`config.mk`:
```
export PLATFORM = sky130hd
export DESIGN_NAME = rmap_header_parser
export DESIGN_NICKNAME = d
export VERILOG_FILES = /design/src/rtl/rmap_pkg.sv /design/src/rtl/rmap_header_parser.sv
export SDC_FILE = /design/constraint.sdc
export NUM_CORES = 1
export LEC_CHECK = 0
export ABC_CLOCK_PERIOD_IN_PS = 2480
export BUFFER_PORTS_ARGS = -buffer_cell sky130_fd_sc_hd__buf_2
export CAP_MARGIN = 20
export CORE_MARGIN = 2
export CORE_UTILIZATION = 51
export CTS_BUF_LIST = sky130_fd_sc_hd__clkbuf_8
export DETAILED_ROUTE_END_ITERATION = 10
export GPL_TIMING_DRIVEN = 1
export PLACE_DENSITY = 0.79
export SYNTH_ARGS = -nofsm -noshare
export SYNTH_HDL_FRONTEND = slang
export SYNTH_SLANG_ARGS = --single-unit
```
`constraint.sdc`:
```
create_clock -name clk -period 2.48 [get_ports clk]
set_input_delay 0.124 -clock clk [delete_from_list [all_inputs] [get_ports clk]]
set_output_delay 0.124 -clock clk [all_outputs]
set_load 0.005 [all_outputs]
```
`src/rtl/rmap_pkg.sv`:
```
// Shared RMAP definitions: header status codes, parser states, protocol constants and the header CRC.
package rmap_pkg;

    typedef enum logic [2:0] {
        OK        = 3'd0,
        CRC_ERR   = 3'd1,
        EARLY_EOP = 3'd2,
        EARLY_EEP = 3'd3,
        BAD_TYPE  = 3'd4
    } rmap_status_e;

    typedef enum logic [1:0] {
        HEADER  = 2'd0,
        HDR_OUT = 2'd1,
        PAYLOAD = 2'd2,
        DRAIN   = 2'd3
    } parser_state_e;

    localparam logic [7:0] RMAP_PROTOCOL_ID = 8'h01;
    localparam logic [7:0] EOP              = 8'h00;
    localparam logic [7:0] EEP              = 8'h01;

    // Reflected form of x^8+x^2+x+1: the register equals the transmitted CRC byte,
    // so a good header leaves it at zero once the CRC byte has been folded in.
    function automatic logic [7:0] rmap_crc8(input logic [7:0] data, input logic [7:0] crc);
        logic [7:0] c;
        c = crc;
        for (int i = 0; i < 8; i++) begin
            if (c[0] ^ data[i]) c = (c >> 1) ^ 8'hE0;
            else                c = c >> 1;
        end
        return c;
    endfunction

endpackage

```
`src/rtl/rmap_header_parser.sv`:
```
// Parses and CRC-checks an RMAP command header from the rx FIFO, hands the fields to the
// executor over valid/ready, then streams the payload or drains rejected packets.
module rmap_header_parser
    import rmap_pkg::*;
#(
    parameter logic [7:0] LOGICAL_ADDR = 8'hFE
) (
    input  logic        clk,
    input  logic        rstN,
    output logic        rxReadEnable,
    input  logic [8:0]  rxDataOut,
    input  logic        rxEmpty,
    output logic        hdrValid,
    input  logic        hdrReady,
    output logic [2:0]  hdrStatus,
    output logic [7:0]  instruction,
    output logic [7:0]  key,
    output logic [7:0]  initiatorAddr,
    output logic [15:0] transactionId,
    output logic [7:0]  extAddr,
    output logic [31:0] address,
    output logic [23:0] dataLength,
    output logic [95:0] replyAddr,
    output logic [3:0]  replyAddrLen,
    output logic [8:0]  dataOut,
    output logic        dataValid,
    input  logic        dataReady,
    output logic        pktDropped
);

    localparam int unsigned IDX_W = 5;

    parser_state_e    state;
    logic [IDX_W-1:0] idx;
    logic [7:0]       crc;
    logic             drop_pend;

    logic [7:0]       ch_byte;
    logic             ch_ctrl;
    logic [7:0]       crc_next;
    logic [IDX_W-1:0] r_len;
    logic [IDX_W-1:0] off;

    // FIFO pop and payload stream are combinational so the payload path has no latency.
    always_comb begin
        rxReadEnable = 1'b0;
        dataValid    = 1'b0;
        dataOut      = '0;
        ch_byte      = rxDataOut[7:0];
        ch_ctrl      = rxDataOut[8];
        crc_next     = rmap_crc8(ch_byte, crc);
        r_len        = IDX_W'({instruction[1:0], 2'b00});
        off          = idx - r_len;
        case (state)
            HEADER, DRAIN: rxReadEnable = !rxEmpty;
            PAYLOAD: begin
                dataOut      = rxDataOut;
                dataValid    = !rxEmpty;
                rxReadEnable = !rxEmpty && dataReady;
            end
            default: ;
        endcase
    end

    always_ff @(posedge clk or negedge rstN) begin
        if (!rstN) begin
            state         <= HEADER;
            idx           <= '0;
            crc           <= '0;
            drop_pend     <= 1'b0;
            hdrValid      <= 1'b0;
            hdrStatus     <= '0;
            instruction   <= '0;
            key           <= '0;
            initiatorAddr <= '0;
            transactionId <= '0;
            extAddr       <= '0;
            address       <= '0;
            dataLength    <= '0;
            replyAddr     <= '0;
            replyAddrLen  <= '0;
            pktDropped    <= 1'b0;
        end else begin
            pktDropped <= 1'b0;
            case (state)
                HEADER: if (rxReadEnable) begin
                    if (ch_ctrl) begin
                        idx <= '0;
                        crc <= '0;
                        if (idx < IDX_W'(2)) begin
                            pktDropped <= 1'b1;
                        end else begin
                            hdrStatus <= (ch_byte == EOP) ? EARLY_EOP : EARLY_EEP;
                            hdrValid  <= 1'b1;
                            state     <= HDR_OUT;
                        end
                    end else begin
                        crc <= crc_next;
                        idx <= idx + 1'b1;
                        if (idx == '0) begin
                            replyAddr <= '0;
                            if (ch_byte != LOGICAL_ADDR) begin
                                state     <= DRAIN;
                                drop_pend <= 1'b1;
                                crc       <= '0;
                                idx       <= '0;
                            end
                        end else if (idx == IDX_W'(1)) begin
                            if (ch_byte != RMAP_PROTOCOL_ID) begin
                                state     <= DRAIN;
                                drop_pend <= 1'b1;
                                crc       <= '0;
                                idx       <= '0;
                            end
                        end else if (idx == IDX_W'(2)) begin
                            instruction  <= ch_byte;
                            replyAddrLen <= {ch_byte[1:0], 2'b00};
                        end else if (idx == IDX_W'(3)) begin
                            key <= ch_byte;
                        end else if (idx < r_len + IDX_W'(4)) begin
                            replyAddr <= {replyAddr[87:0], ch_byte};
                        end else begin
                            // Remaining fields sit at fixed offsets once the reply address is skipped.
                            case (off)
                                IDX_W'(4): initiatorAddr <= ch_byte;
                                IDX_W'(5), IDX_W'(6): transactionId <= {transactionId[7:0], ch_byte};
                                IDX_W'(7): extAddr <= ch_byte;
                                IDX_W'(8), IDX_W'(9), IDX_W'(10), IDX_W'(11):
                                    address <= {address[23:0], ch_byte};
                                IDX_W'(12), IDX_W'(13), IDX_W'(14):
                                    dataLength <= {dataLength[15:0], ch_byte};
                                IDX_W'(15): begin
                                    idx      <= '0;
                                    crc      <= '0;
                                    hdrValid <= 1'b1;
                                    state    <= HDR_OUT;
                                    if (crc_next != 8'h00)           hdrStatus <= CRC_ERR;
                                    else if (instruction[7:6] != 2'b01) hdrStatus <= BAD_TYPE;
                                    else                             hdrStatus <= OK;
                                end
                                default: ;
                            endcase
                        end
                    end
                end
                HDR_OUT: if (hdrReady) begin
                    hdrValid <= 1'b0;
                    case (hdrStatus)
                        OK:                state <= PAYLOAD;
                        CRC_ERR, BAD_TYPE: begin
                            state     <= DRAIN;
                            drop_pend <= 1'b0;
                        end
                        default:           state <= HEADER;
                    endcase
                end
                PAYLOAD: if (rxReadEnable && ch_ctrl) begin
                    state <= HEADER;
                end
                DRAIN: if (rxReadEnable && ch_ctrl) begin
                    state      <= HEADER;
                    pktDropped <= drop_pend;
                    drop_pend  <= 1'b0;
                end
                default: state <= HEADER;
            endcase
        end
    end

endmodule

```
==> reports/results.ini <==
[finish]
antenna-diode-count = 0
areaGrowthSynthToFinish_pct = 27.3
nets = 1098
fin_util = 0.662
drive_gt1_frac = 0.514

[place]
pre_cts_slack_ns = -0.0959
place.gp.congestion = 0.894
dp_hpwl_microns = 17300
port_buffers = 231

[critical_path]
crit_start = idx[2]
crit_fanout = 6
cp_slowest_cell = dfrtp_1
r2r_slack_ns = -0.06
critPathKind = flip-flop to flip-flop
reg2reg_from = idx[2]
setup.worst_path.end = dataLength[16]
path_common_cell = and4_4
reg2reg_depth = 10
required_ns = 2.89
worst_ep_arrival_time_ns = 2.95
end_kind = flip-flop
r2r-end = dataLength[16]
start_kind = flip-flop
crit_chain = inv_4 > ha_4 > inv_2 > fa_2 > xnor2_2 > nor3_2 > and4_4 > and4_4 > clkbuf_16 > mux2_4
slowest_delay_ns = 0.40

[power]
power.total_mw = 11.7
p_leak_nw = 6.97
ir_drop_v = 0.000739
p_seq_frac = 0.350
power.switching_mw = 4.43
p_clk_frac = 0.278
p_int_mw = 7.26
swShare = 0.379
power_per_cell_area_nw_per_um2 = 911
comb_power_share = 0.373

[sta]
hold_slack_ns = 0.0568
finalCritPeriodShare = 1.02
finalHoldViolations = 0
worst_pin_slew_ns = 0.627
fin_crit_ns = 2.54
fin_ws_ns = -0.0610
setup_viol = 39
finalClockSkew_ns = 0.0264
relSlewSlack = 0.582
fmax_mhz = 394
rsz0062_at_grt = true
slew_violations = 0

[drt]
wirelength_microns = 26400
dr_total_vias = 7695
viasPerCell = 5.67
drt-initial-drc-count = 468
firstDrtPassIters = 5
ant_nets = 0
drc_errors = 0
wl_per_cell_microns = 19.5

[global_route]
antenna_found_initial = 0
grt_pass1_wl_microns = 40500
first_global_vias = 7583
grt_max_degree = 95
overflow = 0
grt_usage = 0.245

[clock_tree]
clock_latency_ns = 0.54
root_buffer = clkbuf_8
cts_buffers = 38
clk_pin_slew_ns = 0.06
cts_sinks = 221
htree_levels = 2
cts_tree = done
clockBufferDepth = 3

[min_path]
hold_class = input port to flip-flop

[floorplanning]
initial_utilization = 0.520
row_count = 51
io_pins = 234
die-area_sq_um = 20900
design.core.area_sq_um = 19400
die_x_microns = 145
die_y_microns = 145

[logic_synthesis]
ys.flop_type = dfrtp_1
synthCells = 802
synth_edf_count = 0
yosysTopAreaCell = dfrtp_1
synth.distinct_cells = 64
syn_avg_cell_area_sq_um = 12.6
ys_seq_area_frac = 0.549
yosysWarnings = 0
yosys_register_bits = 221
synth.area.top_cells = dfrtp_1 (55%), mux2_2 (10%), a21bo_2 (9.4%), nand4_1 (6.0%), ha_1 (2.0%)
syn-cell-area_sq_um = 10100
yosys.area.top_type_share = 0.549
async_flop_share = 1.00

[run]
cap_violations = 0

[run_status]
violations = negative setup slack
status = complete, but fails checks

[critical path, delay by kind of cell, from the launching register on]
family | cells | cell delay (ns)
muxes | 1 | 0.30
and+or+nand+nor | 3 | 0.74
DFF | 1 | 0.40
buffers and inverters | 3 | 0.29
xor gates and xnor gates | 1 | 0.18
adders and majority gates | 2 | 0.48
[placed cells by master, fill, tap and decap left out, types with 3 or more instances in the layout]
| master | n |
|---|---|
| a21bo_2 | 95 |
| a21boi_0 | 3 |
| a21oi_1 | 8 |
| a22o_1 | 5 |
| a31oi_1 | 8 |
| and2_1 | 10 |
| buf_12 | 7 |
| buf_2 | 230 |
| buf_4 | 49 |
| buf_6 | 3 |
| clkbuf_16 | 3 |
| clkbuf_8 | 45 |
| clkinvlp_4 | 6 |
| dfrtp_1 | 220 |
| dlygate4sd3_1 | 3 |
| ha_1 | 12 |
| ha_2 | 3 |
| inv_1 | 25 |
| mux2_1 | 9 |
| mux2_2 | 72 |
| mux2_4 | 21 |
| mux2i_1 | 3 |
| nand2_1 | 21 |
| nand3_1 | 9 |
| nand4_1 | 96 |
| nand4b_1 | 4 |
| nor2_1 | 11 |
| nor2b_1 | 5 |
| nor3_1 | 9 |
| nor4_1 | 4 |
| o21ai_0 | 14 |
| xnor2_1 | 13 |
| xor2_1 | 7 |
[timing repair]
| item | CTS | global route |
|---|---|---|
| pin swaps | 2 | 2 |
| gates cloned | 1 | 3 |
| endpoints found under the hold margin | 76 | 0 |
| endpoints found under the setup margin | 72 | 179 |
| hold buffers | 3 | 0 |
| setup buffers | 0 | 1 |
| resized for setup | 6 | 11 |
[power groups by stage]
stage | Clock [mW] | Sequential, mW | Combinational (mW)
2_1_floorplan | 0 | 4.14 | 2.57
3_3_place_gp | 0 | 4.13 | 4.07
3_5_place_dp | 0 | 4.14 | 4.12
4_1_cts | 3.31 | 4.09 | 4.14
5_1_grt | 3.49 | 4.13 | 4.75
6_report | 3.25 | 4.09 | 4.36
[metrics by stage]
step	cell area, sq um	TNS (ns)	instances
finish	12800	-1.09	1357
global route	12800	-5.51	1357
CTS	12700	0	1353
detailed placement	11900	-2.31	1284
global placement	11900	-0.161	1284
floorplan	10200	-1.25	803
[registers in the layout, indices dropped and copies added, names as in the netlist, 5 cells and up]
| name | count |
|---|---|
| address | 32 |
| initiatorAddr | 8 |
| replyAddr | 96 |
| idx | 5 |
| dataLength | 24 |
| key | 8 |
| instruction | 8 |
| extAddr | 8 |
| crc | 8 |
| transactionId | 16 |
[Yosys cell counts, types with 5 or more instances]
cell type and n:
xor2_1 7, nand2_1 22, mux2_1 12, a21oi_1 8
mux2_2 90, a31oi_1 8, buf_1 8, a22o_1 5
nor2_1 11, a21bo_2 95, nand4_1 96, ha_1 16
nand3_1 9, and2_1 10, buf_4 8, o21ai_0 14
nor3_1 10, dfrtp_1 221, xnor2_1 14, nor2b_1 6
inv_1 16, buf_2 14, clkbuf_1 40
[how the worst min path moves through the flow]
stage,start,endpoint,slack [ns],cells after the start
finish,rxDataOut[1],instruction[1],0.06,3
detailed placement,rstN,crc[5],0.16,1
global placement,rstN,crc[6],0.16,1
global route,rxDataOut[1],instruction[1],0.04,3
CTS,rxDataOut[1],instruction[1],0.03,3
floorplan,rstN,address[0],-0.17,0
[layout make-up]
| type | count | area, sq um |
|---|---|---|
| repair buffers | 298 | 1860 |
| multi-input cells | 492 | 4310 |
| clock buffers | 45 | 619 |
| fillers | 1496 | 6560 |
| well taps | 265 | 332 |
| inverters | 16 | 62.6 |
| clock inverters | 20 | 129 |
| flip-flops and latches | 221 | 5530 |
[kinds of logic after synthesis]
kind of cell / Yosys count / synth area share
adder cells (fa/ha/maj): 17 / 0.0218
flip-flops: 221 / 0.549
multiplexers: 105 / 0.117
XOR/XNOR: 23 / 0.0227
AO/OA/AOI/OAI: 156 / 0.136
other: 1 / 0.000372
AND/OR/NAND/NOR: 189 / 0.112
buffers and inverters: 90 / 0.0412
[routing by layer]
layer,up-vias,share of wire,track usage
met3,60,0.073,0.0579
li1,3482,-,-
met4,0,0.026,0.0792
met1,3855,0.42,0.332
met2,298,0.48,0.392
met5,-,0,0
Power figures use the tool's default switching activity.
